==> src/rtl/gauss_row_if.sv <==
// gauss_row_if: bundles the run handshake, row-memory read port, array
// column-0 slot controls and write-back strobe of gauss_row_sequencer.
//   slave  modport: the sequencer (drives everything except start/arr_r_flags)
//   master modport: the controller/array side
interface gauss_row_if #(
  parameter int N_ROWS = 16,
  parameter int N_COLS = 8,
  parameter int AW     = $clog2(N_ROWS),
  parameter int OW     = (N_COLS > 1) ? $clog2(N_COLS) : 1
) ();
  logic              start;
  logic              busy;
  logic              done;
  logic              success;
  logic              mem_rd_en;
  logic [AW-1:0]     mem_rd_addr;
  logic              arr_valid;
  logic              arr_start;
  logic              arr_first_pass;
  logic              arr_finish;
  logic              arr_zero;
  logic [N_COLS-1:0] arr_r_flags;
  logic              out_valid;
  logic [OW-1:0]     out_addr;

  modport slave (
    input  start, arr_r_flags,
    output busy, done, success, mem_rd_en, mem_rd_addr,
           arr_valid, arr_start, arr_first_pass, arr_finish, arr_zero,
           out_valid, out_addr
  );

  modport master (
    output start, arr_r_flags,
    input  busy, done, success, mem_rd_en, mem_rd_addr,
           arr_valid, arr_start, arr_first_pass, arr_finish, arr_zero,
           out_valid, out_addr
  );
endinterface

==> src/rtl/gauss_row_sequencer.sv <==
// gauss_row_sequencer: drives the single-pass GF(p) systemizer array.
// Streams N_ROWS memory rows into column 0 (start/first-pass markers), then
// N_COLS zero flush slots (finish/zero), and raises out_valid/out_addr as the
// pivot rows drain out PIPE_LAT cycles after each flush slot.
// Ports:
//   clk, rst  - clock, asynchronous active-high reset
//   bus       - gauss_row_if.slave (start/busy/done/success, mem_rd_*,
//               arr_*, arr_r_flags, out_valid/out_addr)
// Optional: define GAUSS_RANK_CHECK_EN to derive success from the diagonal
// r flags sampled on the first flush slot; otherwise success is always 1.
module gauss_row_sequencer #(
  parameter int N_ROWS   = 16,
  parameter int N_COLS   = 8,
  parameter int PIPE_LAT = 8,
  parameter int AW       = $clog2(N_ROWS),
  parameter int OW       = (N_COLS > 1) ? $clog2(N_COLS) : 1
) (
  input  logic     clk,
  input  logic     rst,
  gauss_row_if.slave bus
);

  typedef enum logic [2:0] {
    S_IDLE, S_FEED, S_FLUSH, S_DRAIN, S_DONE
  } state_t;

  localparam logic [AW-1:0] ADDR_LAST = AW'(N_ROWS - 1);
  localparam logic [OW-1:0] COL_LAST  = OW'(N_COLS - 1);

  state_t state, nxt;

  logic [AW-1:0]       addr;
  logic [OW-1:0]       flush_cnt;
  logic [OW-1:0]       out_cnt;
  logic [PIPE_LAT-1:0] drain_pipe;   // flush slot markers travelling through the array
  logic                accept;

  // slot fields before the alignment register
  logic slot_v, slot_start, slot_fp, slot_fin;

  assign accept = (state == S_IDLE) && bus.start;

  always_ff @(posedge clk or posedge rst) begin
    if (rst) state <= S_IDLE;
    else     state <= nxt;
  end

  always_comb begin
    nxt        = state;
    slot_v     = 1'b0;
    slot_start = 1'b0;
    slot_fp    = 1'b0;
    slot_fin   = 1'b0;
    unique case (state)
      S_IDLE:  if (bus.start) nxt = S_FEED;
      S_FEED: begin
        slot_v     = 1'b1;
        slot_fp    = 1'b1;
        slot_start = (addr == '0);
        if (addr == ADDR_LAST) nxt = S_FLUSH;
      end
      S_FLUSH: begin
        slot_v   = 1'b1;
        slot_fin = 1'b1;
        if (flush_cnt == COL_LAST) nxt = S_DRAIN;
      end
      // the last drained word can only land after FLUSH has ended
      S_DRAIN: if (bus.out_valid && out_cnt == COL_LAST) nxt = S_DONE;
      S_DONE:  nxt = S_IDLE;
      default: nxt = S_IDLE;
    endcase
  end

  assign bus.busy        = (state == S_FEED) || (state == S_FLUSH) || (state == S_DRAIN);
  assign bus.done        = (state == S_DONE);
  assign bus.mem_rd_en   = (state == S_FEED);
  assign bus.mem_rd_addr = addr;
  assign bus.out_addr    = out_cnt;
  assign bus.out_valid   = drain_pipe[PIPE_LAT-1];
  assign bus.arr_zero    = bus.arr_finish;

  always_ff @(posedge clk or posedge rst) begin
    if (rst) begin
      addr      <= '0;
      flush_cnt <= '0;
    end else begin
      if (state == S_FEED)  addr      <= (addr == ADDR_LAST)     ? '0 : addr + AW'(1);
      if (state == S_FLUSH) flush_cnt <= (flush_cnt == COL_LAST) ? '0 : flush_cnt + OW'(1);
    end
  end

  // out_valid may already fire during FLUSH for short pipelines, so the
  // output counter follows out_valid rather than the state.
  always_ff @(posedge clk or posedge rst) begin
    if (rst)                out_cnt <= '0;
    else if (accept)        out_cnt <= '0;
    else if (bus.out_valid) out_cnt <= (out_cnt == COL_LAST) ? '0 : out_cnt + OW'(1);
  end

  // slot register: aligns markers with the 1-cycle memory read data
  always_ff @(posedge clk or posedge rst) begin
    if (rst) begin
      bus.arr_valid      <= 1'b0;
      bus.arr_start      <= 1'b0;
      bus.arr_first_pass <= 1'b0;
      bus.arr_finish     <= 1'b0;
    end else begin
      bus.arr_valid      <= slot_v;
      bus.arr_start      <= slot_start;
      bus.arr_first_pass <= slot_fp;
      bus.arr_finish     <= slot_fin;
    end
  end

  always_ff @(posedge clk or posedge rst) begin
    if (rst) drain_pipe <= '0;
    else begin
      drain_pipe[0] <= bus.arr_finish;
      for (int i = 1; i < PIPE_LAT; i++) drain_pipe[i] <= drain_pipe[i-1];
    end
  end

  logic rank_ok;

`ifdef GAUSS_RANK_CHECK_EN
  logic              first_fin;   // registered alongside arr_finish: first flush slot
  logic [N_COLS-1:0] flags_cap;

  always_ff @(posedge clk or posedge rst) begin
    if (rst) begin
      first_fin <= 1'b0;
      flags_cap <= '0;
    end else begin
      first_fin <= (state == S_FLUSH) && (flush_cnt == '0);
      if (first_fin) flags_cap <= bus.arr_r_flags;
    end
  end

  assign rank_ok = &flags_cap;
`else
  logic unused_flags;
  assign unused_flags = ^bus.arr_r_flags;
  assign rank_ok      = 1'b1;
`endif

  always_ff @(posedge clk or posedge rst) begin
    if (rst)                                   bus.success <= 1'b0;
    else if (accept)                           bus.success <= 1'b0;
    else if (state == S_DRAIN && nxt == S_DONE) bus.success <= rank_ok;
  end

endmodule

==> src/flat_wrapper.sv <==
// flat-port wrapper written by rule: the top's interface ports become plain ports
module gauss_row_sequencer_flat 
#(
  parameter int N_ROWS   = 16,
  parameter int N_COLS   = 8,
  parameter int PIPE_LAT = 8,
  parameter int AW       = $clog2(N_ROWS),
  parameter int OW       = (N_COLS > 1) ? $clog2(N_COLS) : 1
)
  (clk, rst, bus_start, bus_arr_r_flags, bus_busy, bus_done, bus_success, bus_mem_rd_en, bus_mem_rd_addr, bus_arr_valid, bus_arr_start, bus_arr_first_pass, bus_arr_finish, bus_arr_zero, bus_out_valid, bus_out_addr);
  gauss_row_if #(.N_ROWS(N_ROWS), .N_COLS(N_COLS), .AW(AW), .OW(OW)) bus_i ();
  input  logic clk;
  input  logic rst;
  input wire logic [$bits(bus_i.start)-1:0] bus_start;
  input wire logic [$bits(bus_i.arr_r_flags)-1:0] bus_arr_r_flags;
  output wire logic [$bits(bus_i.busy)-1:0] bus_busy;
  output wire logic [$bits(bus_i.done)-1:0] bus_done;
  output wire logic [$bits(bus_i.success)-1:0] bus_success;
  output wire logic [$bits(bus_i.mem_rd_en)-1:0] bus_mem_rd_en;
  output wire logic [$bits(bus_i.mem_rd_addr)-1:0] bus_mem_rd_addr;
  output wire logic [$bits(bus_i.arr_valid)-1:0] bus_arr_valid;
  output wire logic [$bits(bus_i.arr_start)-1:0] bus_arr_start;
  output wire logic [$bits(bus_i.arr_first_pass)-1:0] bus_arr_first_pass;
  output wire logic [$bits(bus_i.arr_finish)-1:0] bus_arr_finish;
  output wire logic [$bits(bus_i.arr_zero)-1:0] bus_arr_zero;
  output wire logic [$bits(bus_i.out_valid)-1:0] bus_out_valid;
  output wire logic [$bits(bus_i.out_addr)-1:0] bus_out_addr;
  assign bus_i.start = bus_start;
  assign bus_i.arr_r_flags = bus_arr_r_flags;
  assign bus_busy = bus_i.busy;
  assign bus_done = bus_i.done;
  assign bus_success = bus_i.success;
  assign bus_mem_rd_en = bus_i.mem_rd_en;
  assign bus_mem_rd_addr = bus_i.mem_rd_addr;
  assign bus_arr_valid = bus_i.arr_valid;
  assign bus_arr_start = bus_i.arr_start;
  assign bus_arr_first_pass = bus_i.arr_first_pass;
  assign bus_arr_finish = bus_i.arr_finish;
  assign bus_arr_zero = bus_i.arr_zero;
  assign bus_out_valid = bus_i.out_valid;
  assign bus_out_addr = bus_i.out_addr;
  gauss_row_sequencer #(.N_ROWS(N_ROWS), .N_COLS(N_COLS), .PIPE_LAT(PIPE_LAT), .AW(AW), .OW(OW)) u_core (.clk(clk), .rst(rst), .bus(bus_i));
endmodule
==> config.mk <==
export PLATFORM = sky130hd
export DESIGN_NAME = gauss_row_sequencer_flat
export DESIGN_NICKNAME = d
export VERILOG_FILES = /design/src/rtl/gauss_row_if.sv /design/src/rtl/gauss_row_sequencer.sv /design/src/flat_wrapper.sv
export SDC_FILE = /design/constraint.sdc
export NUM_CORES = 1
export LEC_CHECK = 0
export ABC_AREA = 0
export CORE_ASPECT_RATIO = 1.25
export CORE_UTILIZATION = 40
export CTS_CLUSTER_SIZE = 14
export DETAILED_ROUTE_END_ITERATION = 10
export PLACE_DENSITY_LB_ADDON = 0.05
export SYNTH_ARGS = -nofsm -noshare
export SYNTH_HDL_FRONTEND = slang
export SYNTH_SLANG_ARGS = --single-unit
export TNS_END_PERCENT = 1
==> constraint.sdc <==
create_clock -name clk -period 1.75 [get_ports clk]
set_input_delay 0.175 -clock clk [delete_from_list [all_inputs] [get_ports clk]]
set_output_delay 0.175 -clock clk [all_outputs]
set_load 0.03 [all_outputs]
Word-level counts from Yosys, hierarchy flattened
Cells that the tools add are included.
- reduce and logical (&&, ||, !) cells: 10
- $add $sub $neg: 3
- equal/unequal tests: 8
- muxes and demuxes: 16
- operator list (cell ; count):
    $mux W3 ; 8
    $eq A3 B3 Y1 const B ; 4
    $pmux W3 S4 ; 1
    $add A3 B1 Y3 const B ; 2
    $eq A3 B2 Y1 const B ; 2
    $mux W1 ; 6
    $add A4 B1 Y4 const B ; 1
    $eq A4 B4 Y1 const B ; 1
    $logic_not A4 Y1 ; 1
    $mux W4 ; 1
    $reduce_bool A2 Y1 ; 2
    $eq A3 B1 Y1 const B ; 1
    $logic_and A1 B1 Y1 ; 3
    $logic_not A3 Y1 ; 1
    $logic_or A1 B1 Y1 ; 2
    $reduce_or A2 Y1 ; 1
- register bits: 26
- output and inout bits: 17

Depth between registers and ports, before layout
Gate-level depths: netlist of run 1.
- depth after elaboration: 8
- mapped depth: 5
- gate-level depth less buffers: 5

Worst setup path before layout of run 1
No wires, ideal clock.
- path type: register -> register
- start point: reg u_core.out_cnt[0], in the netlist u_core.bus.out_addr[0]
- end point: reg u_core.bus.success
- period minus slack after synthesis: 1407 ps
- stages on the path, launching flop included: 6
- path slack: 343 ps
- library setup time: 123 ps
- required time: 1627 ps
- arrival time: 1284 ps
- path through: dfrtp_1 ha_1 ha_1 and3_1 a21oi_1 nor3_1
- longest elaborated chain between the ends: 7
- ends and longest elaborated chain (item ; RTL line ; RTL):
    from (decl) ; gauss_row_sequencer.sv:34 ; logic [OW-1:0] out_cnt;
    from (signal assigned) ; gauss_row_sequencer.sv:97 ; else if (bus.out_valid) out_cnt <= (out_cnt == COL_LAST) ? '0 : out_cnt + OW'(1);
    $eq A3 B3 Y1 ; gauss_row_sequencer.sv:68 ; S_DRAIN: if (bus.out_valid && out_cnt == COL_LAST) nxt = S_DONE;
    $logic_and A1 B1 Y1 ; gauss_row_sequencer.sv:68 ;
    $mux W3 ; gauss_row_sequencer.sv:68 ;
    $pmux W3 S4 ; gauss_row_sequencer.sv:54 ; unique case (state)
    $eq A3 B3 Y1 ; gauss_row_sequencer.sv:149 ; else if (state == S_DRAIN && nxt == S_DONE) bus.success <= rank_ok;
    $logic_and A1 B1 Y1 ; gauss_row_sequencer.sv:149 ;
    $reduce_bool A2 Y1 (no line) ; - ;
    to (signal assigned) ; gauss_row_sequencer.sv:149 ;
    to (decl) ; gauss_row_if.sv:28 ; output busy, done, success, mem_rd_en, mem_rd_addr,
Every way passes these cells.
A chain may end at the register's enable or synchronous reset.

Worst setup path in the final report of run 1
- start point: reg u_core.state[1]
- end point: out bus_mem_rd_en
- longest elaborated chain between the ends: 1
- ends and longest elaborated chain (item ; RTL line ; RTL):
    from (decl) ; gauss_row_sequencer.sv:30 ; state_t state, nxt;
    from (signal assigned) ; gauss_row_sequencer.sv:45 ; else state <= nxt;
    $eq A3 B1 Y1 ; gauss_row_sequencer.sv:76 ; assign bus.mem_rd_en = (state == S_FEED);
    to (decl) ; flat_wrapper.sv:19 ; output wire logic [$bits(bus_i.mem_rd_en)-1:0] bus_mem_rd_en;
Every way passes these cells.

==> metrics.yaml, run 1 <==
grt_overflow: 0
dr.first_iter.drc_count: 4
cts_max_path_buffers: 2
grt_start_max_net_pins: 27
r2r_start: "u_core.state[2]$_DFF_PP0_"
power_switching_uw: 951
synth.net_count: 103
netlist_top_cells_area: "dfrtp_1 (62%), ha_1 (7.1%), nor2_1 (3.6%), inv_1 (2.5%), o21ai_0 (2.4%)"
die_area_mm2: 0.00285
gp_congestion: 0.728
portBuffers: 19
finalPower_uw: 2440
yosysTopAreaCellShare_pct: 61.7
dpl.hpwl_mm: 1.19
synth_cell_type_count: 28
root_buffer: "clkbuf_4"
core-area_mm2: 0.00248
worstSetupStartpointType: "register"
vias_per_cell: 4.83
fill_cells: 215
async_reset_ff_share_pct: 100
max_freq_mhz: 601
initial_utilization_pct: 42.6
ys_seq_area_share_pct: 61.7
vias: 690
diodes: 0
whs_ns: 0.201
grt_antenna_before_repair: 0
worstRegToRegCells: 3
ys.flop_type: "dfrtp_1"
cp.required_ns: 1.57
cts_tree: "built"
crit-reg2reg-capture: "u_core.flush_cnt[0]$_DFFE_PP0P_"
finalSetupViolations: 0
synth_area_mm2: 0.00105
clkTransAtPathRegs_ns: 0.13
syn_avg_cell_area_um2: 12.3
drive_gt1_share_pct: 16.4
power_density_mw_per_mm2: 1800
period_minus_slack_ns: 1.66
status: "finished clean"
min_path_type: "in -> async"
yosysMostFrequentCell: "dfrtp_1"
slew_headroom_pct: 78.8
ys_warn_count: 0
die_w_um: 47.9
cts_made_buffers: 3
grtUsageTotal_pct: 14.0
final_hold_viol_count: 0
synth-seq-cells: 26
h-tree-depth: 1
p_sw_share_pct: 38.9
rrSetupSlack_ns: 0.34
wl_per_cell_um: 11.3
synth-edff-count: 0
path_class: "reg -> out"
clkPwrFrac_pct: 16.2
ios: 28
fin_skew_ns: 0.00472
rsz0062_at_grt: "no"
min_period_over_period_pct: 95.1
path_max_fanout: 7
nNetsFinal: 128
power_frac_comb_pct: 45.2
routed_wl_mm: 1.62
yosysTopAreaCell: "dfrtp_1"
clkLatencyLatePin_ns: 0.31
numClockSinks: 26
grt_pass1_vias: 628
finalSetupTns_ns: 0
end_kind: "output pin"
drv_cap: 0
ir_worst_vdd_mv: 1.19
syn_inst: 86
worst_pin_slew_ns: 0.317
pwr-share-seq_pct: 38.6
row_count: 20
areaGrowthSynthToFinish_pct: 28.4
p_int_uw: 1490
ant_nets: 0
drt_pass1_iterations: 4
grt_pass1_wl_mm: 2.75
p_leak_uw: 0.000669
drc: 0
netlist_top_cells_count: "dfrtp_1 (26), nor2_1 (10), inv_1 (7)"
report.final.slew_viol_count: 0
utilization_pct: 54.6
die_h_um: 59.4
arrival_ns: 1.49
==> routing by layer <==
layer	share of wire, %	vias to the layer above	GRT usage (%)	wire length, um
met5	0	-	0	0
met4	1.2	0	8.33	19
met3	4.8	2	2.44	78
met2	51	16	22.4	833
met1	43	331	16.9	691
li1	-	341	-	-
==> placed cells by master (no fill, tap or decap), drive strengths merged <==
cell and n:
a21oi 3, o211ai 1, clkdlybuf4s50 14, nor3b 1, o31ai 3, mux2 2
dlymetal6s2s 2, bufinv 1, nand3 3, nor4b 1, o41ai 1, clkbuf 3
nand2b 1, inv 8, or3b 1, o21ai 5, dlygate4sd2 2, mux2i 2
nor2b 1, dfrtp 26, or3 1, nor3 2, and3 2, buf 4
nand4 1, ha 6, xnor2 1, nor2 10, nand2 2
==> cell families (layout without fill, tap and decap cells) <==
group | after synthesis | after routing | synth area share, %
multiplexers | 4 | 4 | 4.03
AO/OA/AOI/OAI | 13 | 13 | 7.95
AND/OR/NAND/NOR | 26 | 26 | 13.6
adder cells (fa/ha/maj) | 6 | 6 | 7.12
buffers and inverters | 10 | 34 | 4.03
XOR/XNOR | 1 | 1 | 1.54
flip-flops | 26 | 26 | 61.7
==> worst max-delay path by stage <==
stage	from	end	slack, ns	cells after the start
floorplan	u_core.bus.out_addr[0]$_DFFE_PP0P_	u_core.bus.success$_DFFE_PP0P_	0.34	5
global placement	u_core.state[0]$_DFF_PP0_	bus_done	0.23	2
detailed placement	u_core.state[0]$_DFF_PP0_	bus_done	0.23	2
CTS	u_core.state[1]$_DFF_PP0_	bus_mem_rd_en	0.02	3
global route	u_core.state[1]$_DFF_PP0_	bus_mem_rd_en	0.02	3
finish	u_core.state[1]$_DFF_PP0_	bus_mem_rd_en	0.09	3
==> final cells by class <==
class	instances	area (um2)	share of cell area (%)
well taps	33	41.3	3.05
clock buffers	3	22.5	1.66
inverters	8	32.5	2.40
clock inverters	1	30.0	2.22
flip-flops and latches	26	653	48.2
repair buffers	22	213	15.7
multi-input cells	50	362	26.7
==> metrics by stage <==
| step | setup WS, ns | instances | instance area [um2] |
|---|---|---|---|
| floorplan | 0.343 | 86 | 1050 |
| global placement | 0.226 | 138 | 1290 |
| detailed placement | 0.228 | 138 | 1290 |
| CTS | 0.0244 | 142 | 1340 |
| global route | 0.0238 | 143 | 1350 |
| finish | 0.0851 | 143 | 1350 |
==> sequential cells by signal, summed over array words and instances, names as in the netlist <==
register	cells
u_core.bus.arr_finish	1
u_core.bus.arr_first_pass	1
u_core.bus.arr_start	1
u_core.bus.arr_valid	1
u_core.bus.mem_rd_addr	4
u_core.bus.out_addr	3
u_core.bus.success	1
u_core.drain_pipe	8
u_core.flush_cnt	3
u_core.state	3
==> worst max-delay path, cell delays in order, from the launching register on <==
cell	delay, ns
dfrtp_2	0.47
or3b_4	0.46
inv_4	0.10
buf_4	0.16
==> repair_timing <==
| item | 4_1_cts | 5_1_grt |
|---|---|---|
| setup endpoints to repair | 3 | 3 |
| resized for setup | 3 | 4 |
| hold buffers | 0 | 0 |
| buffers inserted | 0 | 1 |
==> power by group through the flow <==
stage	logic [uW]	clock network [uW]	registers, uW
4_1_cts	1090	416	951
6_report	1100	397	942
3_5_place_dp	1090	0	961
5_1_grt	1210	437	975
3_3_place_gp	1080	0	953
2_1_floorplan	511	0	1150
Note: power is estimated with default switching activity, not from simulation.
==> run 2, diff against run 1 <==
--- a/config.mk
+++ b/config.mk
@@ -11,7 +11,7 @@
 export CTS_CLUSTER_SIZE = 14
 export DETAILED_ROUTE_END_ITERATION = 10
 export PLACE_DENSITY_LB_ADDON = 0.05
+export REMOVE_ABC_BUFFERS = 1
 export SYNTH_ARGS = -nofsm -noshare
 export SYNTH_HDL_FRONTEND = slang
 export SYNTH_SLANG_ARGS = --single-unit
-export TNS_END_PERCENT = 1
==> metrics.yaml, run 2 (same netlist as run 1, synthesis figures left out) <==
worstSetupStartpointType: "register"  # unchanged
finalSetupTns_ns: 0  # unchanged
row_count: 20  # unchanged
p_leak_uw: 0.000681  # was 0.000669 uW
drive_gt1_share_pct: 16.1  # was 16.4%
cts_made_buffers: 3  # unchanged
portBuffers: 19  # unchanged
power_density_mw_per_mm2: 1820  # was 1800 mW/mm2
grt_start_max_net_pins: 27  # unchanged
die_area_mm2: 0.00285  # unchanged
min_path_type: "in -> async"  # unchanged
grt_overflow: 0  # unchanged
grt_pass1_wl_mm: 2.77  # was 2.75 mm
crit-reg2reg-capture: "u_core.bus.mem_rd_addr[3]$_DFFE_PP0P_"  # was u_core.flush_cnt[0]$_DFFE_PP0P_
routed_wl_mm: 1.69  # was 1.62 mm
cp.required_ns: 1.57  # about the same
drt_pass1_iterations: 4  # unchanged
die_h_um: 59.4  # unchanged
diodes: 0  # unchanged
min_period_over_period_pct: 94.1  # was 95.1%
drc: 0  # unchanged
h-tree-depth: 1  # unchanged
finalSetupViolations: 0  # unchanged
die_w_um: 47.9  # unchanged
gp_congestion: 0.713  # was 0.728
slowest_stage: "or3b_4"  # was dfrtp_2
grtUsageTotal_pct: 14.2  # was 14.0%
final_common_cell: "dfrtp_1"  # unchanged
vias_per_cell: 4.68  # was 4.83
clkLatencyLatePin_ns: 0.31  # about the same
path_max_fanout: 8  # was 7
clkTransAtPathRegs_ns: 0.14  # was 0.13 ns
worstRegToRegCells: 5  # was 3
ir_worst_vdd_mv: 0.994  # was 1.19 mV
numClockSinks: 26  # unchanged
crit_chain: "buf_4, or3b_4, inv_4, buf_6"  # was or3b_4, inv_4, buf_4
layout_common_cells: "dfrtp_1 (26), clkdlybuf4s50_1 (14), nor2_1 (10), inv_1 (7), ha_1 (6)"  # was dfrtp_1 (24), clkdlybuf4s50_1 (14), nor2_1 (10), inv_1 (7), ha_1 (6)
arrival_ns: 1.47  # was 1.49 ns
largest_register_ffs: 8  # unchanged
ant_nets: 0  # unchanged
initial_utilization_pct: 42.6  # unchanged
areaGrowthSynthToFinish_pct: 29.9  # was 28.4%
r2r_start: "u_core.state[0]$_DFF_PP0_"  # was u_core.state[2]$_DFF_PP0_
rsz0062_at_grt: "no"  # unchanged
path_class: "reg -> out"  # unchanged
dpl_cell_area_mm2: 0.00129  # about the same
cp.buffers_inverters: 3  # was 2
root_buffer: "clkbuf_4"  # unchanged
regMostFlops: "u_core.drain_pipe"  # unchanged
worst_pin_slew_ns: 0.324  # was 0.317 ns
ios: 28  # unchanged
drv_cap: 0  # unchanged
nNetsFinal: 130  # was 128
dr.first_iter.drc_count: 17  # was 4
grt_antenna_before_repair: 0  # unchanged
cts_max_path_buffers: 2  # unchanged
period_minus_slack_ns: 1.65  # was 1.66 ns
crit_cells: 4  # was 3
cts_tree: "built"  # unchanged
report.final.slew_viol_count: 0  # unchanged
final_area_mm2: 0.00137  # was 0.00135 mm2
cpPeakStageDelay_ns: 0.41  # was 0.47 ns
final_hold_viol_count: 0  # unchanged
max_freq_mhz: 607  # was 601 MHz
end_kind: "output pin"  # unchanged
vias: 678  # was 690
slew_headroom_pct: 78.3  # was 78.8%
cp_top_family: "simple AND/OR/NAND/NOR gates"  # was flip-flops
rrSetupSlack_ns: 0.28  # was 0.34 ns
status: "finished clean"  # unchanged
fin_skew_ns: 0.00808  # was 0.00472 ns
wl_per_cell_um: 11.6  # was 11.3 um
holdBufCountCts: 0  # unchanged
dpl.hpwl_mm: 1.24  # was 1.19 mm
grt_pass1_vias: 639  # was 628
core-area_mm2: 0.00248  # unchanged
-- run 2: changes by cell type in the layout (fill, tap and decap cells not counted), sizes merged --
cell,previous run,this run
buf,4,6
-- run 2: tightest hold or removal path: stages --
cell and delay [ns]:
clkdlybuf4s50_1 0.39, inv_1 0.05, buf_4 0.30
-- run 2: repair_timing --
action | in CTS | in global routing
endpoints found under the setup margin | 3 | 3
gates resized for setup | 3 | 3
pin swaps | 0 | 0
setup buffers | 1 | 1
-- run 2: power by group --
part	leakage [uW]	switching, uW	internal [uW]
clock network	0.0000279	169	231
logic	0.000313	663	512
registers	0.000340	138	786
-- run 2: routing by layer --
metal / GRT usage [%] / vias up / share of wire (%)
met5: 0 / - / 0
met2: 21.2 / 15 / 48
met1: 18.5 / 318 / 48
met4: 8.33 / 0 / 1.0
met3: 2.74 / 2 / 3.7
li1: - / 343 / -
-- run 2: cell type report --
type	instances	area, um2
inverters	8	32.5
well taps	33	41.3
repair buffers	24	231
fillers	219	1110
flip-flops and latches	26	651
multi-input cells	50	362
clock inverters	1	30.0
clock buffers	3	22.5
-- run 2: worst max path at each step --
stage	from	end	slack, ns
final	u_core.state[0]$_DFF_PP0_	bus_mem_rd_en	0.10
after global routing	u_core.state[0]$_DFF_PP0_	bus_mem_rd_en	0.02
after CTS	u_core.state[0]$_DFF_PP0_	bus_mem_rd_en	0.03
after detailed placement	u_core.state[2]$_DFF_PP0_	bus_done	0.26
after global placement	u_core.state[1]$_DFF_PP0_	bus_done	0.23
after floorplan	u_core.state[0]$_DFF_PP0_	u_core.bus.mem_rd_addr[2]$_DFFE_PP0P_	0.33
-- run 2: through the flow --
stage,worst slack (ns),power (uW),util (%),hold WS [ns],instances
final,0.103,2500,55.3,0.190,145
after global routing,0.0182,2660,55.3,0.238,145
after CTS,0.0304,2500,54.6,0.196,144
after detailed placement,0.264,2080,52.2,0.339,139
after global placement,0.231,2060,52.2,0.336,139
after floorplan,0.329,1650,-,0.215,84
